===== config.mk =====
export PLATFORM = sky130hd
export DESIGN_NAME = multi_cycle_ctrl
export DESIGN_NICKNAME = d
export VERILOG_FILES = /design/src/rtl/ctrl_pkg.sv /design/src/rtl/mem_wait_timer.sv /design/src/rtl/multi_cycle_ctrl.sv
export SDC_FILE = /design/constraint.sdc
export NUM_CORES = 1
export LEC_CHECK = 0
export ABC_AREA = 1
export ABC_CLOCK_PERIOD_IN_PS = 2000
export CAP_MARGIN = 20
export CORE_ASPECT_RATIO = 1.75
export CORE_UTILIZATION = 53
export DETAILED_ROUTE_END_ITERATION = 6
export PLACE_DENSITY = 0.79
export SLEW_MARGIN = 20
export SYNTH_ARGS = -nofsm -noshare
export SYNTH_HDL_FRONTEND = slang
export SYNTH_SLANG_ARGS = --single-unit

===== constraint.sdc =====
create_clock -name clk_i -period 2 [get_ports clk_i]
set_input_delay 0.3 -clock clk_i [delete_from_list [all_inputs] [get_ports clk_i]]
set_output_delay 0.3 -clock clk_i [all_outputs]
set_load 0.01 [all_outputs]

===== src/rtl/ctrl_pkg.sv =====
// ctrl_pkg -- shared definitions for the multi-cycle datapath controller.
// Holds opcode constants, the FSM state encoding, ALU operation codes,
// datapath mux-select encodings, the registered control-word struct and the
// helper functions that map a state (plus latched opcode) to a control word.
// Configuration: the controller honours macro EXT_BRANCH_EN; this package is
// macro independent.
package ctrl_pkg;

    // Instruction opcodes (MIPS-style primary opcode field)
    localparam logic [5:0] OP_RTYPE = 6'b000000;
    localparam logic [5:0] OP_BGEZ  = 6'b000001;
    localparam logic [5:0] OP_J     = 6'b000010;
    localparam logic [5:0] OP_JAL   = 6'b000011;
    localparam logic [5:0] OP_BEQ   = 6'b000100;
    localparam logic [5:0] OP_BNEZ  = 6'b000101;
    localparam logic [5:0] OP_BGT   = 6'b000111;
    localparam logic [5:0] OP_ADDI  = 6'b001000;
    localparam logic [5:0] OP_ORI   = 6'b001101;
    localparam logic [5:0] OP_LUI   = 6'b001111;
    localparam logic [5:0] OP_LW    = 6'b100011;
    localparam logic [5:0] OP_SW    = 6'b101011;

    // ALU operation codes (3 significant bits; wider alu_op_o is zero padded)
    localparam logic [2:0] ALU_ADD   = 3'd0;
    localparam logic [2:0] ALU_SUB   = 3'd1;
    localparam logic [2:0] ALU_OR    = 3'd2;
    localparam logic [2:0] ALU_RTYPE = 3'd3;

    // Mux-select encodings
    localparam logic       IORD_PC      = 1'b0;
    localparam logic       IORD_ALUOUT  = 1'b1;
    localparam logic       SRCA_PC      = 1'b0;
    localparam logic       SRCA_RS      = 1'b1;
    localparam logic [1:0] SRCB_RT      = 2'd0;
    localparam logic [1:0] SRCB_FOUR    = 2'd1;
    localparam logic [1:0] SRCB_IMM     = 2'd2;
    localparam logic [1:0] SRCB_IMM_SH2 = 2'd3;
    localparam logic [1:0] DST_RT       = 2'd0;
    localparam logic [1:0] DST_RD       = 2'd1;
    localparam logic [1:0] DST_R31      = 2'd2;
    localparam logic [1:0] WB_ALUOUT    = 2'd0;
    localparam logic [1:0] WB_MDR       = 2'd1;
    localparam logic [1:0] WB_PC        = 2'd2;
    localparam logic [1:0] WB_LUI       = 2'd3;
    localparam logic [1:0] PCSRC_ALU    = 2'd0;
    localparam logic [1:0] PCSRC_ALUOUT = 2'd1;
    localparam logic [1:0] PCSRC_JUMP   = 2'd2;
    localparam logic [1:0] BR_EQ        = 2'd0;
    localparam logic [1:0] BR_NE        = 2'd1;
    localparam logic [1:0] BR_GT        = 2'd2;
    localparam logic [1:0] BR_GEZ       = 2'd3;

    // FSM state encoding (visible on state_o)
    typedef enum logic [3:0] {
        ST_FETCH  = 4'd0,
        ST_DECODE = 4'd1,
        ST_MEMADR = 4'd2,
        ST_MEMRD  = 4'd3,
        ST_MEMWR  = 4'd4,
        ST_MEMWB  = 4'd5,
        ST_EXEC   = 4'd6,
        ST_ALUWB  = 4'd7,
        ST_IEXEC  = 4'd8,
        ST_IWB    = 4'd9,
        ST_BRANCH = 4'd10,
        ST_JUMP   = 4'd11,
        ST_JAL    = 4'd12,
        ST_TRAP   = 4'd13
    } state_e;

    // Registered control word. fetch_en marks FETCH; the IR/PC load strobes
    // are fetch_en qualified by mem_ready_i in the top.
    typedef struct packed {
        logic       mem_req;
        logic       mem_write;
        logic       i_or_d;
        logic       fetch_en;
        logic       pc_write;
        logic       pc_write_cond;
        logic       reg_write;
        logic [1:0] reg_dst;
        logic [1:0] mem_to_reg;
        logic       alu_src_a;
        logic [1:0] alu_src_b;
        logic [2:0] alu_op;
        logic [1:0] pc_source;
        logic [1:0] branch_type;
        logic       sign_ext;
        logic       trap;
    } ctrl_t;

    // True for states that issue a memory request and wait for mem_ready_i
    function automatic logic is_mem_state(input state_e s);
        logic r;
        case (s)
            ST_FETCH, ST_MEMRD, ST_MEMWR: r = 1'b1;
            default:                      r = 1'b0;
        endcase
        return r;
    endfunction

    // Branch condition selected by the branch opcode
    function automatic logic [1:0] branch_type_of(input logic [5:0] op);
        logic [1:0] r;
        case (op)
            OP_BNEZ: r = BR_NE;
            OP_BGT:  r = BR_GT;
            OP_BGEZ: r = BR_GEZ;
            default: r = BR_EQ;
        endcase
        return r;
    endfunction

    // Moore output decode: control word for a state and its latched opcode
    function automatic ctrl_t decode_ctrl(input state_e s, input logic [5:0] op);
        ctrl_t c;
        c = '0;
        case (s)
            ST_FETCH: begin
                c.mem_req   = 1'b1;
                c.i_or_d    = IORD_PC;
                c.fetch_en  = 1'b1;
                c.alu_src_a = SRCA_PC;
                c.alu_src_b = SRCB_FOUR;
                c.alu_op    = ALU_ADD;
            end
            ST_DECODE: begin
                // branch target = PC+4 + (imm<<2), precomputed into ALUOut
                c.alu_src_b = SRCB_IMM_SH2;
                c.alu_op    = ALU_ADD;
                c.sign_ext  = 1'b1;
            end
            ST_MEMADR: begin
                c.alu_src_a = SRCA_RS;
                c.alu_src_b = SRCB_IMM;
                c.sign_ext  = 1'b1;
                c.alu_op    = ALU_ADD;
            end
            ST_MEMRD: begin
                c.mem_req = 1'b1;
                c.i_or_d  = IORD_ALUOUT;
            end
            ST_MEMWR: begin
                c.mem_req   = 1'b1;
                c.i_or_d    = IORD_ALUOUT;
                c.mem_write = 1'b1;
            end
            ST_MEMWB: begin
                c.reg_write  = 1'b1;
                c.reg_dst    = DST_RT;
                c.mem_to_reg = WB_MDR;
            end
            ST_EXEC: begin
                c.alu_src_a = SRCA_RS;
                c.alu_src_b = SRCB_RT;
                c.alu_op    = ALU_RTYPE;
            end
            ST_ALUWB: begin
                c.reg_write  = 1'b1;
                c.reg_dst    = DST_RD;
                c.mem_to_reg = WB_ALUOUT;
            end
            ST_IEXEC: begin
                c.alu_src_a = SRCA_RS;
                c.alu_src_b = SRCB_IMM;
                if (op == OP_ORI) begin
                    c.alu_op   = ALU_OR;
                    c.sign_ext = 1'b0;
                end else if (op == OP_ADDI) begin
                    c.alu_op   = ALU_ADD;
                    c.sign_ext = 1'b1;
                end else begin
                    // LUI: result comes from the imm<<16 write-back path
                    c.alu_op   = ALU_ADD;
                    c.sign_ext = 1'b0;
                end
            end
            ST_IWB: begin
                c.reg_write  = 1'b1;
                c.reg_dst    = DST_RT;
                c.mem_to_reg = (op == OP_LUI) ? WB_LUI : WB_ALUOUT;
            end
            ST_BRANCH: begin
                c.alu_src_a     = SRCA_RS;
                c.alu_src_b     = SRCB_RT;
                c.alu_op        = ALU_SUB;
                c.pc_write_cond = 1'b1;
                c.pc_source     = PCSRC_ALUOUT;
                c.branch_type   = branch_type_of(op);
            end
            ST_JUMP: begin
                c.pc_write  = 1'b1;
                c.pc_source = PCSRC_JUMP;
            end
            ST_JAL: begin
                c.pc_write   = 1'b1;
                c.pc_source  = PCSRC_JUMP;
                c.reg_write  = 1'b1;
                c.reg_dst    = DST_R31;
                c.mem_to_reg = WB_PC;
            end
            ST_TRAP: begin
                c.trap = 1'b1;
            end
            default: begin
                c = '0;
            end
        endcase
        return c;
    endfunction

endpackage


===== src/rtl/mem_wait_timer.sv =====
// mem_wait_timer -- counts cycles spent waiting for mem_ready_i in a memory
// state and flags a timeout on the MEM_TIMEOUT-th consecutive not-ready cycle.
// A ready on that same cycle wins (no timeout).
// Ports:
//   clk_i      clock, rising edge
//   rst_i      synchronous active-high reset (clears the count)
//   clear_i    entering a memory state: restart the count from zero
//   active_i   FSM is currently in a memory state
//   ready_i    memory completes this cycle
//   timeout_o  this cycle is the last allowed wait and memory is not ready
module mem_wait_timer #(
    parameter int MEM_TIMEOUT = 15
) (
    input  logic clk_i,
    input  logic rst_i,
    input  logic clear_i,
    input  logic active_i,
    input  logic ready_i,
    output logic timeout_o
);

    localparam logic [7:0] LAST_WAIT = 8'(MEM_TIMEOUT - 1);

    logic [7:0] count_d;
    logic [7:0] count_q;

    // Next count: restart on entry, advance on every not-ready waiting cycle
    always_comb begin
        if (clear_i) begin
            count_d = 8'd0;
        end else if (active_i && !ready_i) begin
            count_d = count_q + 8'd1;
        end else begin
            count_d = count_q;
        end
    end

    // Count register
    always_ff @(posedge clk_i) begin
        if (rst_i) begin
            count_q <= 8'd0;
        end else begin
            count_q <= count_d;
        end
    end

    // count_q holds the number of not-ready cycles already seen in this state
    assign timeout_o = active_i & ~ready_i & (count_q == LAST_WAIT);

endmodule


===== src/rtl/multi_cycle_ctrl.sv =====
// multi_cycle_ctrl -- Moore FSM controller for a multi-cycle MIPS-style
// datapath. Control outputs are registered: the next state's control word is
// decoded and captured together with the state, so every output is a function
// of the current state and latched opcode. The exception is the IR/PC load
// strobe in FETCH, which is qualified by mem_ready_i in the same cycle.
// Configuration macro: EXT_BRANCH_EN enables BNEZ, BGT, BGEZ, LUI and JAL;
// without it those opcodes trap and branch_type_o is constant 0.
// Ports:
//   clk_i, rst_i (sync, active-high), instr_op_i (IR opcode), mem_ready_i
//   mem_req_o, mem_write_o, i_or_d_o, ir_write_o, pc_write_o, pc_write_cond_o
//   reg_write_o, reg_dst_o, mem_to_reg_o, alu_src_a_o, alu_src_b_o, alu_op_o
//   pc_source_o, branch_type_o, sign_ext_o, trap_o (sticky), state_o
module multi_cycle_ctrl
    import ctrl_pkg::*;
#(
    parameter int ALU_OP_W    = 3,
    parameter int MEM_TIMEOUT = 15
) (
    input  logic                clk_i,
    input  logic                rst_i,
    input  logic [5:0]          instr_op_i,
    input  logic                mem_ready_i,
    output logic                mem_req_o,
    output logic                mem_write_o,
    output logic                i_or_d_o,
    output logic                ir_write_o,
    output logic                pc_write_o,
    output logic                pc_write_cond_o,
    output logic                reg_write_o,
    output logic [1:0]          reg_dst_o,
    output logic [1:0]          mem_to_reg_o,
    output logic                alu_src_a_o,
    output logic [1:0]          alu_src_b_o,
    output logic [ALU_OP_W-1:0] alu_op_o,
    output logic [1:0]          pc_source_o,
    output logic [1:0]          branch_type_o,
    output logic                sign_ext_o,
    output logic                trap_o,
    output logic [3:0]          state_o
);

    state_e     state_d;
    state_e     state_q;
    logic [5:0] op_d;
    logic [5:0] op_q;
    ctrl_t      ctrl_raw_s;
    ctrl_t      ctrl_d;
    ctrl_t      ctrl_q;
    logic       timeout_s;
    logic       mem_active_s;
    logic       mem_entry_s;

    // Opcode dispatch out of DECODE
    function automatic state_e decode_next(input logic [5:0] op);
        state_e r;
        case (op)
            OP_RTYPE:        r = ST_EXEC;
            OP_LW, OP_SW:    r = ST_MEMADR;
            OP_BEQ:          r = ST_BRANCH;
            OP_J:            r = ST_JUMP;
            OP_ADDI, OP_ORI: r = ST_IEXEC;
`ifdef EXT_BRANCH_EN
            OP_BNEZ, OP_BGT, OP_BGEZ: r = ST_BRANCH;
            OP_JAL:                   r = ST_JAL;
            OP_LUI:                   r = ST_IEXEC;
`endif
            default:         r = ST_TRAP;
        endcase
        return r;
    endfunction

    assign mem_active_s = is_mem_state(state_q);
    // A new memory state is being entered (MEMWR->FETCH included)
    assign mem_entry_s  = is_mem_state(state_d) && (state_d != state_q);

    mem_wait_timer #(
        .MEM_TIMEOUT(MEM_TIMEOUT)
    ) u_timer (
        .clk_i    (clk_i),
        .rst_i    (rst_i),
        .clear_i  (mem_entry_s),
        .active_i (mem_active_s),
        .ready_i  (mem_ready_i),
        .timeout_o(timeout_s)
    );

    // Next state, opcode latch and next-state control word
    always_comb begin
        state_d = state_q;
        op_d    = op_q;
        case (state_q)
            ST_FETCH: begin
                if (mem_ready_i) begin
                    state_d = ST_DECODE;
                end else if (timeout_s) begin
                    state_d = ST_TRAP;
                end else begin
                    state_d = ST_FETCH;
                end
            end
            ST_DECODE: begin
                // IR is valid from DECODE on; keep the opcode for later states
                op_d    = instr_op_i;
                state_d = decode_next(instr_op_i);
            end
            ST_MEMADR: begin
                state_d = (op_q == OP_SW) ? ST_MEMWR : ST_MEMRD;
            end
            ST_MEMRD: begin
                if (mem_ready_i) begin
                    state_d = ST_MEMWB;
                end else if (timeout_s) begin
                    state_d = ST_TRAP;
                end else begin
                    state_d = ST_MEMRD;
                end
            end
            ST_MEMWR: begin
                if (mem_ready_i) begin
                    state_d = ST_FETCH;
                end else if (timeout_s) begin
                    state_d = ST_TRAP;
                end else begin
                    state_d = ST_MEMWR;
                end
            end
            ST_EXEC:  state_d = ST_ALUWB;
            ST_IEXEC: state_d = ST_IWB;
            ST_MEMWB, ST_ALUWB, ST_IWB, ST_BRANCH, ST_JUMP, ST_JAL: begin
                state_d = ST_FETCH;
            end
            ST_TRAP:  state_d = ST_TRAP;
            default:  state_d = ST_TRAP;
        endcase

        ctrl_raw_s = decode_ctrl(state_d, op_d);
`ifdef EXT_BRANCH_EN
        ctrl_d = ctrl_raw_s;
`else
        ctrl_d             = ctrl_raw_s;
        ctrl_d.branch_type = BR_EQ;
`endif
    end

    // State, opcode and registered control word
    always_ff @(posedge clk_i) begin
        if (rst_i) begin
            state_q <= ST_FETCH;
            op_q    <= 6'd0;
            ctrl_q  <= decode_ctrl(ST_FETCH, 6'd0);
        end else begin
            state_q <= state_d;
            op_q    <= op_d;
            ctrl_q  <= ctrl_d;
        end
    end

    assign mem_req_o       = ctrl_q.mem_req;
    assign mem_write_o     = ctrl_q.mem_write;
    assign i_or_d_o        = ctrl_q.i_or_d;
    assign ir_write_o      = ctrl_q.fetch_en & mem_ready_i;
    assign pc_write_o      = ctrl_q.pc_write | (ctrl_q.fetch_en & mem_ready_i);
    assign pc_write_cond_o = ctrl_q.pc_write_cond;
    assign reg_write_o     = ctrl_q.reg_write;
    assign reg_dst_o       = ctrl_q.reg_dst;
    assign mem_to_reg_o    = ctrl_q.mem_to_reg;
    assign alu_src_a_o     = ctrl_q.alu_src_a;
    assign alu_src_b_o     = ctrl_q.alu_src_b;
    assign alu_op_o        = ALU_OP_W'(ctrl_q.alu_op);
    assign pc_source_o     = ctrl_q.pc_source;
    assign branch_type_o   = ctrl_q.branch_type;
    assign sign_ext_o      = ctrl_q.sign_ext;
    assign trap_o          = ctrl_q.trap;
    assign state_o         = state_q;

endmodule

# [Yosys cells after proc, flatten, opt, wreduce, memory -nomap -nowiden]
# Index checks and enable logic that the tools add are counted.
[classes] addsub=1 n_eq_ne=37 n_mux=27 n_bitwise=5 reduce_logical=16
[ops] operator="$eq A4 B4 Y1 const B" n=11
[ops] operator="$eq A4 B3 Y1 const B" n=8
[ops] operator="$pmux W4 S8" n=1
[ops] operator="$eq A6 B4 Y1 const B" n=5
[ops] operator="$pmux W5 S6" n=1
[ops] operator="$mux W4" n=6
[ops] operator="$pmux W4 S5" n=1
[ops] operator="$pmux W5 S4" n=1
[ops] operator="$eq A6 B6 Y1 const B" n=3
[ops] operator="$eq A4 B2 Y1 const B" n=4
[ops] operator="$reduce_or A2 Y1" n=6
[ops] operator="$mux W1" n=11
[ops] operator="$add A8 B1 Y8 const B" n=1
[ops] operator="$eq A4 B1 Y1 const B" n=2
[ops] operator="$eq A8 B4 Y1 const B" n=1
[ops] operator="$logic_not A4 Y1" n=2
[ops] operator="$eq A6 B2 Y1 const B" n=1
[ops] operator="$eq A6 B3 Y1 const B" n=1
[ops] operator="$logic_not A6 Y1" n=1
[ops] operator="$mux W6" n=1
[ops] operator="$reduce_or A3 Y1" n=2
[ops] operator="$reduce_or A6 Y1" n=1
[ops] operator="$mux W2" n=2
[ops] operator="$ne A4 B4 Y1" n=1
[ops] operator="other kinds (9)" n=12
[word_totals] ff_bits=41 in_bits=9 out_inout_bits=27 elab_cells=105

# [Logic depth before layout (Yosys ltp)]
[depth] ltp_word=13 depth_mapped=14 ltp_nobuf=14

# [Hierarchy]
# From an unflattened synthesis, not the netlist that was laid out.
[hier_totals] cells_unflattened=308 hier_area_um2=2059.5
[modules_own_cells] module="multi_cycle_ctrl" instances=1 cells_each=248 area_each_um2=1650.3 seq_area_each_um2=600.6
[modules_own_cells] module="mem_wait_timer" instances=1 cells_each=60 area_each_um2=409.1 seq_area_each_um2=160.2

# [Worst setup path before layout]
# Ideal clock, no wire load.
[synth_timing] path_kind="register to register" from="reg u_timer.count_q[0]" to="reg ctrl_q, in the netlist alu_op_o[1]" setup_ns=0.066 arrival_time_ns=1.579 required_time_ns=1.934 path_slack_ns=0.355 stages_incl_launch_ff=13 n_path_buf=0 synth_period_minus_slack_ns=1.645 cell_sequence="dfxtp_1 > inv_1 > ha_1 > nand3_1 > nor2_2 > nand3_4 > nand3_1 > nand2_2 > nor2_4 > nand2_2 > nand2_1 > nand2_1 > a21oi_2"
[synth_via] elab_chain_len=7 elab_cells_between_ends=16 classes_between="eq/ne: 6; mux: 8; bitwise: 1; reduce/logical: 1"
[synth_lines] element="from (decl)" line="mem_wait_timer.sv:25" source="logic [7:0] count_q;"
[synth_lines] element="from (signal assigned)" line="mem_wait_timer.sv:43" source="count_q <= count_d;"
[synth_lines] element="$eq A8 B4 Y1 *" line="mem_wait_timer.sv:48" source="assign timeout_o = active_i & ~ready_i & (count_q == LAST_WAIT);"
[synth_lines] element="$and A1 B1 Y1 *" line="mem_wait_timer.sv:48"
[synth_lines] element="$mux W4 (on tied branches)" line="multi_cycle_ctrl.sv:121, multi_cycle_ctrl.sv:95, multi_cycle_ctrl.sv:112"
[synth_lines] element="$mux W4 (on tied branches)" line="multi_cycle_ctrl.sv:119, multi_cycle_ctrl.sv:93, multi_cycle_ctrl.sv:110"
[synth_lines] element="$pmux W4 S8 *" line="multi_cycle_ctrl.sv:91" source="case (state_q)"
[synth_lines] element="$eq A4 B4 Y1 (tied with other cells)"
[synth_lines] element="$pmux W5 S6 *" line="ctrl_pkg.sv:118" source="case (s)"
[synth_lines] element="to (signal assigned)" line="multi_cycle_ctrl.sv:150" source="ctrl_q <= decode_ctrl(ST_FETCH, 6'd0);"
[synth_lines] element="to (signal assigned)" line="multi_cycle_ctrl.sv:154" source="ctrl_q <= ctrl_d;"
[synth_lines] element="to (decl)" line="multi_cycle_ctrl.sv:48" source="ctrl_t ctrl_q;"
# Mark *: on every way between the ends. The rest lies on a longest branch, timed or not.
# A chain may end at the register's enable or synchronous reset.

# [Final worst setup path]
[layout_timing] from="reg state_q[0], in the netlist state_o[0]" to="reg u_timer.count_q[6]"
[layout_via] elab_chain_len=13 elab_cells_between_ends=34 classes_between="eq/ne: 15; mux: 9; bitwise: 2; reduce/logical: 8"
[layout_lines] element="from (decl)" line="multi_cycle_ctrl.sv:43" source="state_e state_q;"
[layout_lines] element="from (signal assigned)" line="multi_cycle_ctrl.sv:152" source="state_q <= state_d;"
[layout_lines] element="$eq A4 B3 Y1 (tied with other cells)" line="ctrl_pkg.sv:95, multi_cycle_ctrl.sv:91"
[layout_lines] element="$reduce_or A3 Y1" line="ctrl_pkg.sv:95" source="case (s)"
[layout_lines] element="$mux W1" line="ctrl_pkg.sv:95"
[layout_lines] element="$and A1 B1 Y1 (2 in series)" line="mem_wait_timer.sv:48"
[layout_lines] element="$mux W4 (on tied branches)" line="multi_cycle_ctrl.sv:121, multi_cycle_ctrl.sv:95, multi_cycle_ctrl.sv:112"
[layout_lines] element="$mux W4 (on tied branches)" line="multi_cycle_ctrl.sv:119, multi_cycle_ctrl.sv:93, multi_cycle_ctrl.sv:110"
[layout_lines] element="$pmux W4 S8" line="multi_cycle_ctrl.sv:91"
[layout_lines] element="$eq A4 B3 Y1 (tied with other cells)" line="ctrl_pkg.sv:95"
[layout_lines] element="$reduce_or A3 Y1 (no source line)"
[layout_lines] element="$mux W1" line="ctrl_pkg.sv:95"
[layout_lines] element="$logic_and A1 B1 Y1" line="multi_cycle_ctrl.sv:74" source="assign mem_entry_s = is_mem_state(state_d) && (state_d != state_q);"
[layout_lines] element="$reduce_or A2 Y1 (no source line)"
# Parallel ways exist; a longest one is shown, timed or not.

==> results.py <==
metrics = {
    "status": {
        "status": "finished, final reports clean",
    },
    "logic_synthesis": {
        "netlist_area_um2": 2230,
        "synth_commonest_cells": "67 x nand2_1, 44 x nor2_1, 38 x dfxtp_1",
        "ys_seq_area_share_pct": 34.2,
        "post-synth-top-area-fraction_pct": 34.2,
        "yosys.area.top_type": "dfxtp_1",
        "synth_enable_flop_cells": 0,
        "synthTopCellsByArea": "dfxtp_1 34%, nand2_1 11%, nor2_1 7.4%, inv_1 5.9%, buf_4 4.4%",
        "synth.most_common_cell": "nand2_1",
        "yosysWarningCount": 0,
        "postSynth.asyncResetShare_pct": 0,
        "avgSynthCellArea_um2": 7.14,
        "ys.flop_type": "dfxtp_1",
        "netlist_instances": 312,
        "ys_ff_latch": 38,
        "synthDistinctLibCells": 35,
    },
    "setup_path": {
        "crit_family": "simple AND/OR/NAND/NOR gates",
        "crit_chain": "nor2_4 > inv_1 > nor2_2 > nand4_1 > nand2_2 > buf_4 > nor2_4 > nand3_4 > nand2_1 > nand2_2 > nand3_4 > a21oi_2",
        "reg2reg_depth": 12,
        "critPathSlowestCell": "dfxtp_2",
        "setup.worst_path.start_class": "flip-flop",
        "critPathMaxFanout": 8,
        "cp-end-kind": "flip-flop",
        "regToRegEndpoint": "u_timer.count_q[6]",
        "crit_required_ns": 2.22,
        "cp.arrival_ns": 2.12,
        "path_class": "flip-flop to flip-flop",
        "rrSetupSlack_ns": 0.11,
        "path_buf_inv": 2,
        "max_stage_delay_ns": 0.37,
        "timing.rr.start": "state_o[0]",
    },
    "detailed_routing": {
        "wl_um": 5320,
        "vias_per_cell": 5.14,
        "avgRoutedWirePerCell_um": 12.9,
        "vias": 2130,
        "ant_nets": 0,
        "detailedRoute.firstPassIterationCount": 4,
        "drc": 0,
        "drt_iter0_drc": 48,
    },
    "clock_network": {
        "clockBufferDepth": 2,
        "root_buffer": "clkbuf_8",
        "cts_buffers": 5,
        "insertion_delay_ns": 0.29,
        "hold_buffers": 0,
        "cts_tree": "built",
        "clkTransAtPathRegs_ns": 0.07,
        "cts.sinks": 38,
        "htreeDepth": 2,
    },
    "worst_hold_path": {
        "min_delay_worst_endpoint": "u_timer.count_q[7]",
        "hold_depth": 3,
        "hold_path.class": "flip-flop to flip-flop",
        "worst_hold_startpoint": "u_timer.count_q[7]",
    },
    "floorplan": {
        "die_w_um": 51,
        "die_h_um": 87.8,
        "coreArea_um2": 3940,
        "dieArea_um2": 4480,
        "ios": 36,
        "num_rows": 30,
        "start_util_pct": 56.5,
    },
    "place": {
        "place_area_um2": 2700,
        "dp.cells": 405,
        "io_buffer_count": 32,
        "detailed_place_hpwl_um": 4020,
        "place.gp.congestion": 0.915,
    },
    "timing": {
        "maxSlewViolCount": 0,
        "finClkSkew_ns": 0.00460,
        "min_period_ns": 1.89,
        "setup_viol": 0,
        "fmax_ghz": 0.528,
        "post-route-period-util_pct": 94.7,
        "hold_ws_ns": 0.558,
        "hold_viol": 0,
    },
    "run": {
        "maxCapViolations": 0,
    },
    "power": {
        "seq_power_share_pct": 27.5,
        "power.internal_mw": 2.15,
        "switching_share_pct": 43.3,
        "p_leak_nw": 1.38,
        "p_switching_mw": 1.64,
        "combPwrFrac_pct": 55.2,
        "ir_drop_uv": 831,
        "pwr-share-clk_pct": 17.2,
        "p_per_area_nw_per_um2": 1290,
    },
    "global_route": {
        "grt_use_total_pct": 25.4,
        "grt_pass1_wl_um": 8480,
        "antenna_found_initial": 0,
        "grt_pass1_vias": 2011,
        "grt_max_degree": 12,
        "grt-ovfl-total": 0,
    },
    "cells_and_area": {
        "nets": 377,
        "seq_area_um2": 768,
        "fillers": 314,
        "syn_to_final_growth_pct": 31.7,
        "postLayoutCellArea_um2": 2930,
        "layout-drive-gt1-share_pct": 31.4,
        "num_antenna_cells": 0,
        "multi_input_area_um2": 1290,
        "finalNonFillerCells": 414,
    },
}
## per-layer routing
metal  up-vias  routed length, µm  part of all wire [%]  track usage (%)
met1       981               1900                    36             23.4
met5         -                  0                     0                0
met2        67               3020                    57             50.1
met4         0                272                   5.1             15.4
li1       1061                  -                     -                -
met3        21                133                   2.5             3.47
## worst min-delay path: stages (launching register included)
cell	delay (ns)
dfxtp_1	0.35
xnor2_1	0.08
inv_1	0.06
a21oi_2	0.03
## flip-flops by register name, indices dropped and copies added (netlist names)
name	cells
alu_op_o	2
alu_src_a_o	1
alu_src_b_o	2
ctrl_q	2
i_or_d_o	1
mem_req_o	1
mem_to_reg_o	2
mem_write_o	1
op_q	6
pc_source_o	2
pc_write_cond_o	1
reg_dst_o	2
reg_write_o	1
sign_ext_o	1
state_o	4
trap_o	1
u_timer.count_q	8
## worst max-delay path by stage
| stage | startpoint | end | slack (ns) | depth (start not counted) |
|---|---|---|---|---|
| global placement | instr_op_i[3] | u_timer.count_q[1] | -0.17 | 12 |
| CTS | instr_op_i[3] | u_timer.count_q[4] | 0.06 | 12 |
| finish | state_o[0] | u_timer.count_q[6] | 0.11 | 12 |
| global route | state_o[0] | u_timer.count_q[6] | -0.02 | 12 |
| floorplan | u_timer.count_q[0] | alu_op_o[1] | 0.35 | 12 |
| detailed placement | instr_op_i[3] | u_timer.count_q[4] | -0.23 | 12 |
## placed cells by master (no fill, tap or decap), drive strengths merged
master	netlist	layout
clkdlybuf4s50	0	25
conb	1	4
inv	41	41
o31ai	1	1
bufinv	0	1
dlygate4sd2	0	1
buf	14	27
clkbuf	1	6
nand3	27	27
o22ai	1	1
a31oi	2	2
nor2	64	64
and2	1	1
a21oi	13	13
ha	2	2
xor2	5	5
clkinv	2	2
or2	4	4
nand4	5	5
xnor2	2	2
nand2	78	78
nor3	1	1
dlymetal6s2s	0	6
o21ai	8	8
o21a	1	1
dfxtp	38	38
## timing repair
item	in CTS	in global routing
setup endpoints to repair	1	20
pin swaps	0	10
gates resized for setup	1	35
buffers inserted	0	2
## logic make-up after synthesis
group,after synthesis,share of synthesized area [%]
fa+ha+maj,2,1.12
other cells,1,0.168
buf+inv,58,12.1
simple gates,180,42.6
compound gates,26,7.08
flops,38,34.2
xor+xnor,7,2.75
## power groups by stage
| stage | logic, mW | registers (mW) | clock network [mW] |
|---|---|---|---|
| floorplan | 1.30 | 1.05 | 0 |
| global placement | 1.90 | 1.04 | 0 |
| detailed placement | 1.94 | 1.04 | 0 |
| CTS | 1.95 | 1.03 | 0.661 |
| global route | 2.30 | 1.06 | 0.696 |
| finish | 2.10 | 1.05 | 0.653 |
## layout make-up
| class | instances | share of cell area, % |
|---|---|---|
| multi-input combinational | 219 | 44.0 |
| sequential | 38 | 26.2 |
| timing repair buffer | 59 | 18.3 |
| inverter | 43 | 5.63 |
| clock buffer | 6 | 2.82 |
| tap | 48 | 2.05 |
| clock inverter | 1 | 1.02 |
## per-stage QoR
step           TNS (ns)  util [%]  setup slack (ns)  total power, mW
6_report              0      74.4             0.106             3.80
5_1_grt         -0.0214      74.4           -0.0184             4.06
4_1_cts               0      71.4            0.0578             3.64
3_5_place_dp      -3.46      68.5            -0.231             2.99
3_3_place_gp      -2.47      68.5            -0.171             2.94
2_1_floorplan         0         -             0.355             2.36
Power figures use the tool's default switching activity.
